**src/rtl/rand_range_pkg.sv**
```systemverilog
// rtl/rand_range_pkg.sv - shared width, state encoding and limit-to-width helper for rand_range
package rand_pkg;

  localparam int RND_W = 8;

  typedef enum logic [1:0] {
    IDLE   = 2'd0,
    SAMPLE = 2'd1,
    DONE   = 2'd2
  } state_t;

  // Smallest w with 2^w >= limit; limit 0 stands for 256 (w=8), limit 1 gives w=0.
  function automatic logic [3:0] limit_to_width(input logic [RND_W-1:0] limit);
    logic [3:0] w;
    w = 4'd0;
    if (limit == '0) begin
      w = 4'(RND_W);
    end else begin
      for (int i = 0; i < RND_W; i++) begin
        if ((9'd1 << i) < {1'b0, limit}) w = 4'(i + 1);
      end
    end
    return w;
  endfunction

endpackage

```
**src/rtl/rand_range_if.sv**
```systemverilog
// rtl/rand_range_if.sv - request/response handshake bundle for rand_range
interface rand_range_if;
  import rand_pkg::*;

  logic             req_valid;
  logic             req_ready;
  logic [RND_W-1:0] req_limit;
  logic             rsp_valid;
  logic             rsp_ready;
  logic [RND_W-1:0] rsp_value;
  logic             rsp_fallback;

  // Requester / consumer side
  modport master (
    output req_valid, req_limit, rsp_ready,
    input  req_ready, rsp_valid, rsp_value, rsp_fallback
  );

  // rand_range side
  modport slave (
    input  req_valid, req_limit, rsp_ready,
    output req_ready, rsp_valid, rsp_value, rsp_fallback
  );

endinterface

```
**src/rtl/rand_range_width_lut.sv**
```systemverilog
// rtl/rand_range_width_lut.sv - combinational limit to right-shift amount (8 - w)
module rand_width_lut
  import rand_pkg::*;
(
  input  logic [RND_W-1:0] limit,
  output logic [3:0]       shift
);

  // Shift that keeps only the w high-order bits of the random word
  always_comb begin
    shift = 4'(RND_W) - limit_to_width(limit);
  end

endmodule

```
**src/rtl/rand_range.sv**
```systemverilog
// rtl/rand_range.sv - bounded rejection sampler mapping random bytes to [0, limit); optional RAND_RANGE_STATS_EN counters
module rand_range
  import rand_pkg::*;
#(
  parameter int MAX_TRIES = 4
) (
  input  logic             clk,
  input  logic             rst,
  input  logic [RND_W-1:0] rnd_in,
  rand_range_if.slave      bus
`ifdef RAND_RANGE_STATS_EN
  ,
  output logic [15:0]      reject_count,
  output logic [15:0]      fallback_count
`endif
);

  localparam logic [3:0] TRIES_LAST = 4'(MAX_TRIES - 1);

  state_t           state_q, state_d;
  logic [RND_W-1:0] limit_q, limit_d;
  logic [RND_W-1:0] value_q, value_d;
  logic [3:0]       shift_q, shift_d;
  logic [3:0]       tries_q, tries_d;
  logic             fb_q, fb_d;
  logic [3:0]       lut_shift;
  logic [RND_W-1:0] cand;
  logic [RND_W:0]   limit_ext;
  logic             cand_ok;
  logic             tries_last;

  rand_width_lut u_lut (
    .limit (bus.req_limit),
    .shift (lut_shift)
  );

  // High-order bits only: the low bits of a power-of-two LCG have short periods
  assign cand       = rnd_in >> shift_q;
  assign limit_ext  = (limit_q == '0) ? {1'b1, {RND_W{1'b0}}} : {1'b0, limit_q};
  assign cand_ok    = {1'b0, cand} < limit_ext;
  assign tries_last = (tries_q == TRIES_LAST);

  assign bus.req_ready    = (state_q == IDLE) && !rst;
  assign bus.rsp_valid    = (state_q == DONE);
  assign bus.rsp_value    = value_q;
  assign bus.rsp_fallback = fb_q;

  // Next-state and datapath updates for IDLE -> SAMPLE -> DONE
  always_comb begin
    state_d = state_q;
    limit_d = limit_q;
    shift_d = shift_q;
    tries_d = tries_q;
    value_d = value_q;
    fb_d    = fb_q;
    case (state_q)
      IDLE: begin
        if (bus.req_valid) begin
          limit_d = bus.req_limit;
          shift_d = lut_shift;
          tries_d = 4'd0;
          state_d = SAMPLE;
        end
      end
      SAMPLE: begin
        if (cand_ok) begin
          value_d = cand;
          fb_d    = 1'b0;
          state_d = DONE;
        end else if (tries_last) begin
          // 2^w < 2*limit, so the wrapped candidate is always in range
          value_d = cand - limit_q;
          fb_d    = 1'b1;
          state_d = DONE;
        end else begin
          tries_d = tries_q + 4'd1;
        end
      end
      DONE: begin
        if (bus.rsp_ready) state_d = IDLE;
      end
      default: state_d = IDLE;
    endcase
  end

  // State and datapath registers; reset drops any in-flight request
  always_ff @(posedge clk or posedge rst) begin
    if (rst) begin
      state_q <= IDLE;
      limit_q <= '0;
      shift_q <= 4'd0;
      tries_q <= 4'd0;
      value_q <= '0;
      fb_q    <= 1'b0;
    end else begin
      state_q <= state_d;
      limit_q <= limit_d;
      shift_q <= shift_d;
      tries_q <= tries_d;
      value_q <= value_d;
      fb_q    <= fb_d;
    end
  end

`ifdef RAND_RANGE_STATS_EN
  logic sample_reject;
  logic sample_fallback;

  assign sample_reject   = (state_q == SAMPLE) && !cand_ok && !tries_last;
  assign sample_fallback = (state_q == SAMPLE) && !cand_ok && tries_last;

  // Saturating reject / fallback event counters
  always_ff @(posedge clk or posedge rst) begin
    if (rst) begin
      reject_count   <= 16'd0;
      fallback_count <= 16'd0;
    end else begin
      if (sample_reject && reject_count != 16'hFFFF) reject_count <= reject_count + 16'd1;
      if (sample_fallback && fallback_count != 16'hFFFF) fallback_count <= fallback_count + 16'd1;
    end
  end
`endif

endmodule

```
**src/flat_wrapper.sv**
```systemverilog
// flat-port wrapper written by rule: the top's interface ports become plain ports
module rand_range_flat import rand_pkg::*;
#(
  parameter int MAX_TRIES = 4
)
  (clk, rst, rnd_in, bus_req_valid, bus_req_limit, bus_rsp_ready, bus_req_ready, bus_rsp_valid, bus_rsp_value, bus_rsp_fallback);
  rand_range_if bus_i ();
  input  logic clk;
  input  logic rst;
  input  logic [RND_W-1:0] rnd_in;
  input wire logic [$bits(bus_i.req_valid)-1:0] bus_req_valid;
  input wire logic [$bits(bus_i.req_limit)-1:0] bus_req_limit;
  input wire logic [$bits(bus_i.rsp_ready)-1:0] bus_rsp_ready;
  output wire logic [$bits(bus_i.req_ready)-1:0] bus_req_ready;
  output wire logic [$bits(bus_i.rsp_valid)-1:0] bus_rsp_valid;
  output wire logic [$bits(bus_i.rsp_value)-1:0] bus_rsp_value;
  output wire logic [$bits(bus_i.rsp_fallback)-1:0] bus_rsp_fallback;
  assign bus_i.req_valid = bus_req_valid;
  assign bus_i.req_limit = bus_req_limit;
  assign bus_i.rsp_ready = bus_rsp_ready;
  assign bus_req_ready = bus_i.req_ready;
  assign bus_rsp_valid = bus_i.rsp_valid;
  assign bus_rsp_value = bus_i.rsp_value;
  assign bus_rsp_fallback = bus_i.rsp_fallback;
  rand_range #(.MAX_TRIES(MAX_TRIES)) u_core (.clk(clk), .rst(rst), .rnd_in(rnd_in), .bus(bus_i));
endmodule
```
**config.mk**
```make
export PLATFORM = sky130hd
export DESIGN_NAME = rand_range_flat
export DESIGN_NICKNAME = d
export VERILOG_FILES = /design/src/rtl/rand_range_pkg.sv /design/src/rtl/rand_range_if.sv /design/src/rtl/rand_range_width_lut.sv /design/src/rtl/rand_range.sv /design/src/flat_wrapper.sv
export SDC_FILE = /design/constraint.sdc
export NUM_CORES = 1
export LEC_CHECK = 0
export CAP_MARGIN = 20
export CORE_MARGIN = 2
export CORE_UTILIZATION = 60
export CTS_CLUSTER_SIZE = 12
export DETAILED_ROUTE_END_ITERATION = 8
export PLACE_DENSITY = 0.95
export SYNTH_ARGS = -nofsm -noshare
export SYNTH_HDL_FRONTEND = slang
export SYNTH_SLANG_ARGS = --single-unit
```
**constraint.sdc**
```tcl
create_clock -name clk -period 4.85 [get_ports clk]
set_input_delay 0.7275 -clock clk [delete_from_list [all_inputs] [get_ports clk]]
set_output_delay 0.7275 -clock clk [all_outputs]
set_load 0.05 [all_outputs]
```
==> load_flow_metrics.sql <==
INSERT INTO impl_metrics (metric_group, metric, value, unit) VALUES
('global_route', 'grt_antenna_before_repair', '0', ''),
('timing', 'rsz0062_at_grt', 'false', ''),
('floorplan', 'floorplan.initialDensity', '0.629', ''),
('logic_synthesis', 'synth_top_area_frac', '0.294', ''),
('logic_synthesis', 'post-synth-top-count-cell', 'sky130_fd_sc_hd__nand2_1', ''),
('logic_synthesis', 'mappedNetlistNets', '304', ''),
('detailed_routing', 'wl_per_cell', '16.9', 'um'),
('place', 'routabilityCongestion', '0.935', ''),
('floorplan', 'placementRows', '22', ''),
('worst_setup_path', 'worst-path-buf-inv', '1', ''),
('detailed_routing', 'detailedRoute.firstIterationViolations', '286', ''),
('logic_synthesis', 'synth_top_cell_by_area', 'sky130_fd_sc_hd__dfrtp_1', ''),
('logic_synthesis', 'synth_cell_types', '63', ''),
('finish', 'synthToLayoutAreaGrowth', '16.8', '%'),
('pwr', 'power.combinational.fraction', '0.719', ''),
('global_route', 'grt_overflow_total', '0', ''),
('timing', 'period_share', '0.820', ''),
('worst_setup_path', 'endpoint_kind', 'register', ''),
('hold_path', 'holdCritPathClass', 'reg2reg', ''),
('finish', 'total_area_of_multi_input_combinational_cells', '0.00148', 'mm^2'),
('floorplan', 'placeableCoreArea', '0.00366', 'mm^2'),
('clocking', 'clkSlewWorstSetupHoldPaths', '0.10', 'ns'),
('global_route', 'global_route.usage.total', '0.281', ''),
('detailed_routing', 'drt_pass1_iterations', '5', ''),
('timing', 'worst_slew_pin_slew', '0.683', 'ns'),
('place', 'buffer_ports.inserted', '30', ''),
('detailed_routing', 'drt-total-wl', '5750', 'um'),
('worst_setup_path', 'crit_path_cell_trace', 'clkdlybuf4s50_1, mux2i_1, nor2_1, a31oi_1, or2_2, a21oi_1, ha_1, and3b_1, a32o_1, a211oi_4, o21ai_2, a22o_1, a311oi_1, nand2_1', ''),
('timing', 'timing.slew.headroom', '0.540', ''),
('clocking', 'clock_path_buffers', '2', ''),
('logic_synthesis', 'syn-cell-area', '0.00230', 'mm^2'),
('finish', 'layout-drive-gt1-share', '0.0785', ''),
('logic_synthesis', 'ys_async_sr_fraction', '1.00', ''),
('timing', 'final_max_slew_viol_count', '0', ''),
('timing', 'finalCriticalPeriod', '3.98', 'ns'),
('clocking', 'postCtsSetupBuffers', '0', ''),
('worst_setup_path', 'worst-endpoint-arrival', '4.15', 'ns'),
('timing', 'report.final.hold_viol_count', '0', ''),
('timing', 'fmax', '251', 'MHz'),
('worst_setup_path', 'cp.depth', '14', ''),
('place', 'place_hpwl', '4190', 'um'),
('pwr', 'p_per_area', '757', 'mW/mm^2'),
('pwr', 'cellInternalPower', '0.000965', 'W'),
('worst_setup_path', 'critical_path_class', 'in2reg', ''),
('finish', 'filler_cell_count', '251', ''),
('logic_synthesis', 'syn_area_per_cell', '8.55', 'um^2'),
('detailed_routing', 'vias_per_cell', '6.48', ''),
('timing', 'clock-skew-final', '0.00415', 'ns'),
('logic_synthesis', 'synth_sequential_area_ratio', '0.294', ''),
('clocking', 'cts_tree', 'done', ''),
('finish', 'regArea', '676', 'um^2'),
('finish', 'antennaDiodeCount', '0', ''),
('timing', 'finalSetupViolCount', '0', ''),
('clocking', 'clkLatencyLatePin', '0.28', 'ns'),
('finish', 'final_cell_count_no_fill', '341', ''),
('worst_setup_path', 'worstRegToRegCells', '13', ''),
('pwr', 'sw_frac_of_total', '0.525', ''),
('clocking', 'cts-resized-gates', '0', ''),
('worst_setup_path', 'crit_family', 'compound AO/OA/AOI/OAI gates', ''),
('timing', 'tns', '0', 'ns'),
('worst_setup_path', 'largest_stage_delay_on_the_critical_path', '0.54', 'ns'),
('flow_run', 'maxCapViolations', '0', ''),
('clocking', 'htree_levels', '1', ''),
('floorplan', 'vertical_die_dimension', '65.9', 'um'),
('pwr', 'static-leakage-power', '1.19', 'nW'),
('clocking', 'holdBufCountCts', '0', ''),
('outcome', 'status', 'finished clean', ''),
('floorplan', 'die_wd', '65.9', 'um'),
('detailed_routing', 'drt.antenna.violating_nets', '0', ''),
('logic_synthesis', 'synthCells', '269', ''),
('pwr', 'power.share.sequential', '0.214', '');
==> metrics by stage <==
stage | instance area [um^2] | hold slack (ns) | util | setup WS [ns] | total power [W]
2_1_floorplan | 2300 | 0.474 | - | 1.58 | 0.00153
3_3_place_gp | 2610 | 0.460 | 0.713 | 0.767 | 0.00177
3_5_place_dp | 2610 | 0.478 | 0.713 | 0.614 | 0.00184
4_1_cts | 2660 | 0.501 | 0.727 | 0.937 | 0.00199
5_1_grt | 2690 | 0.524 | 0.734 | 0.651 | 0.00218
6_report | 2690 | 0.492 | 0.734 | 0.874 | 0.00203
==> power by group through the flow <==
| stage | Combinational, W | Clock (W) | Sequential (W) |
|---|---|---|---|
| 2_1_floorplan | 0.00105 | 0 | 0.000471 |
| 4_1_cts | 0.00143 | 0.000134 | 0.000431 |
| 5_1_grt | 0.00158 | 0.000143 | 0.000449 |
| 3_5_place_dp | 0.00141 | 0 | 0.000433 |
| 3_3_place_gp | 0.00135 | 0 | 0.000420 |
| 6_report | 0.00146 | 0.000136 | 0.000435 |
==> tightest hold or removal path: cells and delay by family, from the launching register on <==
family             cells  cell delay, ns
AOI/OAI and AO/OA      1            0.06
DFF                    1            0.35
and+or+nand+nor        1            0.05
==> layer usage <==
| metal | share of wire | track usage | vias to the layer above |
|---|---|---|---|
| met5 | 0 | 0 | - |
| met4 | 0.027 | 0.0885 | 0 |
| met3 | 0.063 | 0.0290 | 19 |
| met2 | 0.50 | 0.504 | 124 |
| met1 | 0.41 | 0.352 | 1045 |
| li1 | - | - | 1020 |
==> worst paths after layout <==
check,from,to,slack (ns)
max in group asynchronous,rst,u_core.shift_q[3]$_DFFE_PP0P_,3.62
max reg2reg,u_core.shift_q[1]$_DFFE_PP0P_,u_core.bus.rsp_value[7]$_DFFE_PP0P_,1.18
min reg2reg,u_core.bus.rsp_value[1]$_DFFE_PP0P_,u_core.bus.rsp_value[1]$_DFFE_PP0P_,0.49
min in group asynchronous,rst,u_core.state_q[1]$_DFFE_PP0P_,0.78
min,u_core.bus.rsp_value[1]$_DFFE_PP0P_,u_core.bus.rsp_value[1]$_DFFE_PP0P_,0.49
max,rnd_in[5],u_core.bus.rsp_value[7]$_DFFE_PP0P_,0.87
==> registers in the layout, indices dropped and copies added (netlist names) <==
signal and cells:
u_core.bus.rsp_value 8, u_core.limit_q 8, u_core.shift_q 4, u_core.tries_q 4
u_core.state_q 2, u_core.bus.rsp_fallback 1
==> cells in the final DEF, fill, tap and decap left out, types with 4 or more instances in the layout <==
| master | synthesis | routed |
|---|---|---|
| sky130_fd_sc_hd__o21ai_0 | 21 | 21 |
| sky130_fd_sc_hd__a21oi_1 | 10 | 10 |
| sky130_fd_sc_hd__nor3_1 | 5 | 5 |
| sky130_fd_sc_hd__or3_1 | 4 | 4 |
| sky130_fd_sc_hd__mux2_2 | 4 | 4 |
| sky130_fd_sc_hd__a211oi_1 | 4 | 4 |
| sky130_fd_sc_hd__dfrtp_1 | 27 | 27 |
| sky130_fd_sc_hd__clkdlybuf4s50_1 | 0 | 30 |
| sky130_fd_sc_hd__mux2i_1 | 8 | 8 |
| sky130_fd_sc_hd__a31oi_1 | 5 | 5 |
| sky130_fd_sc_hd__nor2_1 | 16 | 16 |
| sky130_fd_sc_hd__nand2_1 | 41 | 41 |
| sky130_fd_sc_hd__inv_1 | 25 | 25 |
| sky130_fd_sc_hd__ha_1 | 14 | 14 |
| sky130_fd_sc_hd__xnor2_1 | 7 | 7 |
==> area by class of cell <==
cell class | instances | area share
Tap cell | 48 | 0.0223
Multi-Input combinational cell | 206 | 0.551
Timing Repair Buffer | 31 | 0.122
Clock inverter | 1 | 0.00279
Sequential cell | 27 | 0.251
Inverter | 25 | 0.0349
Clock buffer | 3 | 0.0154
==> cell families after synthesis <==
logic type | synth area share
muxes | 0.108
adders and majority gates | 0.0848
and+or+nand+nor | 0.198
xor gates and xnor gates | 0.0305
DFF | 0.294
AOI/OAI and AO/OA | 0.222
buffers and inverters | 0.0625
No activity file was read; power rests on OpenSTA's default activity.
==> RTL change 1: new RTL, config.mk and constraints unchanged <==
The package constant `RND_W` goes from 8 to 10.
--- a/src/rtl/rand_range_pkg.sv
+++ b/src/rtl/rand_range_pkg.sv
@@ -1,7 +1,7 @@
 // rtl/rand_range_pkg.sv - shared width, state encoding and limit-to-width helper for rand_range
 package rand_pkg;
 
-  localparam int RND_W = 8;
+  localparam int RND_W = 10;
 
   typedef enum logic [1:0] {
     IDLE   = 2'd0,
Ports: changed (resized bus_req_limit, bus_rsp_value and rnd_in); port bits go from 31 to 37. No check against the original RTL was run, so the function may have changed too.
==> RTL change 1 against the original RTL <==
  * Final cell count grew 17%
  * Die area is 13% higher
  * Cell area up 17%
  * Area after synthesis up 14%
  * Routed wire length up 9.1%
  * Power up 22%
  * Register-to-register slack got worse by 0.04 ns
  * Non-clock buffer count rose by 9
  * Sequential cell count up 4
  * Utilization decreased by 0.39 points
  * Setup slack improved by 0.13 ns
  * Highest routed layer unchanged
==> RTL change 1: results (changes against the original RTL) <==
| Metric | Value |
|---|---|
| Status | `finished, final reports clean` |
| Ratio of cells with drive above 1 in the final layout | `0.0720 (-0.00645)` |
| Final cell count without fillers | `399 (+17%)` |
| PortBufs | `36 (+20%)` |
| Overall global routing resource usage | `0.263 (-0.0175)` |
| DRT Pass-1 Iters | `4 (-1)` |
| R2R cell count | `11 (-2)` |
| Top cells by count, synth | `dfrtp_1 (31), nand2_1 (31), inv_1 (30), o21ai_0 (24), a21oi_1 (21)` |
| XOR/XNOR share of the synthesized area | `0.0266 (-0.00381)` |
| CP max stage delay | `0.51 ns (-0.03 ns)` |
| Reg-to-reg slack, setup | `1.14 ns (-0.04 ns)` |
| Hpwl dp | `5020 um (+20%)` |
| Synth area leaders | `dfrtp_1 (29%), ha_1 (9.5%), o21ai_0 (4.6%), nand2_1 (4.4%), inv_1 (4.3%)` |
| Compound-Gate Fraction of Synth Area | `0.217 (-0.00499)` |
| Placed inst area | `3040 um2 (+16%)` |
| Met2 wire length | `2960 um (+3.3%)` |
| Hold EP | `u_core.bus.rsp_value[7]$_DFFE_PP0P_` |
| Hold_ws | `0.500 ns (+0.00815 ns)` |
| Largest net degree at the start of global routing | `23 (-18%)` |
| DR vias/cell | `6.20 (-4.3%)` |
| Reg clk slew, reported paths | `0.06 ns (-0.04 ns)` |
| Post-Synth Adder-Cell Area | `0.103 (+0.0179)` |
| First-pass GRT wire length | `10,500 um (+11%)` |
| Met1 WL | `2670 um (+13%)` |
| Worst EP arrival | `3.97 ns (-0.18 ns)` |
| CP max FO | `13 (-2)` |
| Drt wl/cell | `15.7 um (-6.7%)` |
| Iter 0 DRT Violations | `221 (-23%)` |
| Placed insts | `391 (+16%)` |
| GP Congestion | `0.974 (+4.2%)` |
| Final #Nets | `391 (+19%)` |
| Met3 wire length | `382 um (+5.5%)` |
| Slew @ Worst Pin | `0.969 ns (+0.286 ns)` |
| VDD IR max | `304 uV (-4.0%)` |
| Min-delay src | `u_core.bus.rsp_value[7]$_DFFE_PP0P_` |
-- RTL change 1: metal layers --
layer  vias to the layer above  track usage
met1                      1127        0.317
met3                        25       0.0462
met5                         -            0
met2                       110        0.447
met4                         0        0.141
li1                       1211            -
-- RTL change 1: where the power goes --
part	leakage (uW)	internal [uW]	switching (uW)	total, uW
sequential	0.000386	371	115	486
combinational	0.000948	723	1060	1780
clock	0.0000515	129	89.6	219
-- RTL change 1: tightest hold or removal path, delay by kind of cell, from the launching register on --
| kind | cells | cell delay, ns |
|---|---|---|
| flops | 1 | 0.34 |
| simple gates | 2 | 0.12 |
-- RTL change 1: area by class of cell --
type                            instances  area [um2]
Sequential cell                        31         776
Timing Repair Buffer                   40         410
Inverter                               30         113
Fill cell                             304        1160
Tap cell                               52        65.1
Multi-Input combinational cell        238        1670
Clock buffer                            8         100
==> RTL change 2: new RTL, same flow settings <==
Made on the original files. The 3 states of `state_t` get a one-hot encoding in 3 bits.
--- a/src/rtl/rand_range_pkg.sv
+++ b/src/rtl/rand_range_pkg.sv
@@ -3,10 +3,10 @@
 
   localparam int RND_W = 8;
 
-  typedef enum logic [1:0] {
-    IDLE   = 2'd0,
-    SAMPLE = 2'd1,
-    DONE   = 2'd2
+  typedef enum logic [2:0] {
+    IDLE   = 3'b001,
+    SAMPLE = 3'b010,
+    DONE   = 3'b100
   } state_t;
 
   // Smallest w with 2^w >= limit; limit 0 stands for 256 (w=8), limit 1 gives w=0.
Behaviour: same outputs for any inputs over 10 cycles, from zero or initial values and one cycle with rst high; not proved beyond that.
==> RTL change 2 against the original RTL <==
  * Utilization up 0.92 points
  * Clock skew down 0.0014 ns
  * Synthesized cell count down 2.2%
  * Sequential cell count up 1
  * Die area up 3.1%
  * Area after synthesis up 3.3%
  * Fmax down 6.6%
  * Power up 4.8%
  * Setup slack worse by 0.28 ns
  * Routed wire length down 4.6%
  * Sequential power up 4%
  * Cell area up 3.5%
  * Non-clock buffer count up 2
  * Critical path type unchanged
  * Largest power group unchanged
==> RTL change 2: results (changes against the original RTL) <==
| Metric | Value |
|---|---|
| DRT Pass-1 Iters | `5 (unchanged)` |
| Vias in the first global route | `1,974 (-2.9%)` |
| Hold EP | `u_core.bus.rsp_value[2]$_DFFE_PP0P_` |
| Largest net degree at the start of global routing | `29 (+3.6%)` |
| Fin Clk Skew | `0.00277 ns (-0.00138 ns)` |
| VDD IR max | `294 uV (-7.0%)` |
| GP Congestion | `0.904 (-3.3%)` |
| Leakage | `0.00121 uW (+1.2%)` |
| R2R cell count | `10 (-3)` |
| Top cells by count, synth | `dfrtp_1 (27), nor2_1 (26), nand2_1 (21), inv_1 (18), mux2_2 (16)` |
| Antenna Cells | `0 (unchanged)` |
| Post-CTS Setup Inserts | `0 (unchanged)` |
| Status | `finished, final reports clean` |
| Hold_ws | `0.509 ns (+0.0175 ns)` |
| DR vias/cell | `6.31 (-2.5%)` |
| Number of H-tree levels | `1 (unchanged)` |
| Root Driver | `clkbuf_8` |
| Final #Nets | `326 (-0.91%)` |
| Mapped Nets | `298 (-2.0%)` |
| Area leader, netlist | `dfrtp_1` |
| First-pass GRT wire length | `9060 um (-4.0%)` |
| Initial antenna violation count | `0 (unchanged)` |
| Overall global routing resource usage | `0.264 (-0.0167)` |
| R2R Path End | `u_core.bus.rsp_value[5]$_DFFE_PP0P_` |
| Async set-reset flop share out of synthesis | `1.00 (unchanged)` |
| CTS Buffer Depth | `2 (unchanged)` |
| Iter 0 DRT Violations | `159 (-44%)` |
| Min-Delay Path Class | `register to register` |
| Worst EP arrival | `4.43 ns (+0.28 ns)` |
| Hold Crit Depth | `1 (-1)` |
| Reg clk slew, reported paths | `0.10 ns (about the same)` |
| Total negative setup slack | `0 ns (unchanged)` |
| Slew @ Worst Pin | `0.680 ns (-0.00316 ns)` |
| Reg-to-reg slack, setup | `0.83 ns (-0.35 ns)` |
| DR vias | `2,134 (-3.4%)` |
| Synth area leaders | `dfrtp_1 (28%), mux2_2 (7.6%), ha_1 (7.4%), nor2_1 (4.1%), nand2_1 (3.3%)` |
| CP max FO | `19 (+4)` |
| PortBufs | `30 (unchanged)` |
| Mean Syn Cell Area | `9.03 um2 (+5.6%)` |
| Min-delay src | `u_core.bus.rsp_value[2]$_DFFE_PP0P_` |
| Skew-Pair Late Insertion Delay | `0.28 ns (about the same)` |
| Ratio of cells with drive above 1 in the final layout | `0.114 (+0.0353)` |
| Hpwl dp | `3980 um (-5.1%)` |
| Final Routed Wirelength | `5480 um (-4.6%)` |
| Distinct cells, synth | `62 (-1.6%)` |
| CTS buffer count | `3 (unchanged)` |
| Reg-to-Reg Start | `u_core.shift_q[0]$_DFFE_PP0P_` |
| Synth warnings | `0 (unchanged)` |
| Post-synthesis sequential area ratio | `0.295 (+0.00178)` |
| Post-CTS sizing | `0 (unchanged)` |
-- RTL change 2: changes by cell type after synthesis, moves of 5 or more --
cell	before	now
nand2_1	41	21
mux2_2	4	16
nor2_1	16	26
inv_1	25	18
o21ai_0	21	14
nand3b_1	0	6
nand2b_1	3	8
-- RTL change 2: through the flow --
| stage | setup WS, ns | area [um2] |
|---|---|---|
| 2_1_floorplan | 1.35 | 2380 |
| 3_3_place_gp | 0.578 | 2700 |
| 3_5_place_dp | 0.390 | 2700 |
| 4_1_cts | 0.649 | 2770 |
| 5_1_grt | 0.447 | 2780 |
| 6_report | 0.593 | 2780 |
-- RTL change 2: worst max-delay path, cell delays in order --
cell             delay [ns]
clkdlybuf4s50_1        0.52
mux2i_1                0.14
mux4_2                 0.49
nor2_1                 0.28
ha_1                   0.31
or2_2                  0.31
a211oi_2               0.19
o2bb2ai_1              0.15
a31oi_4                0.54
o21a_1                 0.37
mux2_2                 0.38
-- RTL change 2: cell families (layout without fill, tap and decap cells) --
group,Yosys count,after routing,synth area share
buffers and inverters,28,55,0.0542
AO/OA/AOI/OAI,55,55,0.162
multiplexers,28,28,0.153
AND/OR/NAND/NOR,100,100,0.220
flip-flops,28,28,0.295
adder cells (fa/ha/maj),16,16,0.0864
XOR/XNOR,8,8,0.0295
-- RTL change 2: how the worst max path moves through the flow --
stage	from	endpoint	slack, ns	cells past startpoint
2_1_floorplan	rnd_in[1]	u_core.bus.rsp_value[6]$_DFFE_PP0P_	1.35	12
3_3_place_gp	rnd_in[6]	u_core.bus.rsp_value[4]$_DFFE_PP0P_	0.58	11
3_5_place_dp	rnd_in[6]	u_core.bus.rsp_value[5]$_DFFE_PP0P_	0.39	11
4_1_cts	rnd_in[6]	u_core.bus.rsp_value[5]$_DFFE_PP0P_	0.65	11
5_1_grt	rnd_in[7]	u_core.bus.rsp_value[5]$_DFFE_PP0P_	0.45	11
6_report	rnd_in[6]	u_core.bus.rsp_value[5]$_DFFE_PP0P_	0.59	11
-- RTL change 2: area by class of cell --
cell class / instances / area, um2
Tap cell: 48 / 60.1
Inverter: 18 / 67.6
Sequential cell: 28 / 702
Timing Repair Buffer: 33 / 330
Clock inverter: 1 / 30.0
Clock buffer: 3 / 41.3
Multi-Input combinational cell: 207 / 1550
Fill cell: 271 / 961
-- RTL change 2: power by group --
part / switching [uW] / internal [uW] / leakage [uW]
Combinational: 831 / 663 / 0.000817
Sequential: 120 / 332 / 0.000353
Clock: 75.2 / 111 / 0.0000357
-- RTL change 2: per-layer routing --
layer  GRT usage  vias to the layer above  part of all wire
met3      0.0473                       15             0.057
met1       0.339                     1015              0.43
met4      0.0791                        0             0.021
met2       0.451                       86              0.49
li1            -                     1018                 -
met5           0                        -                 0
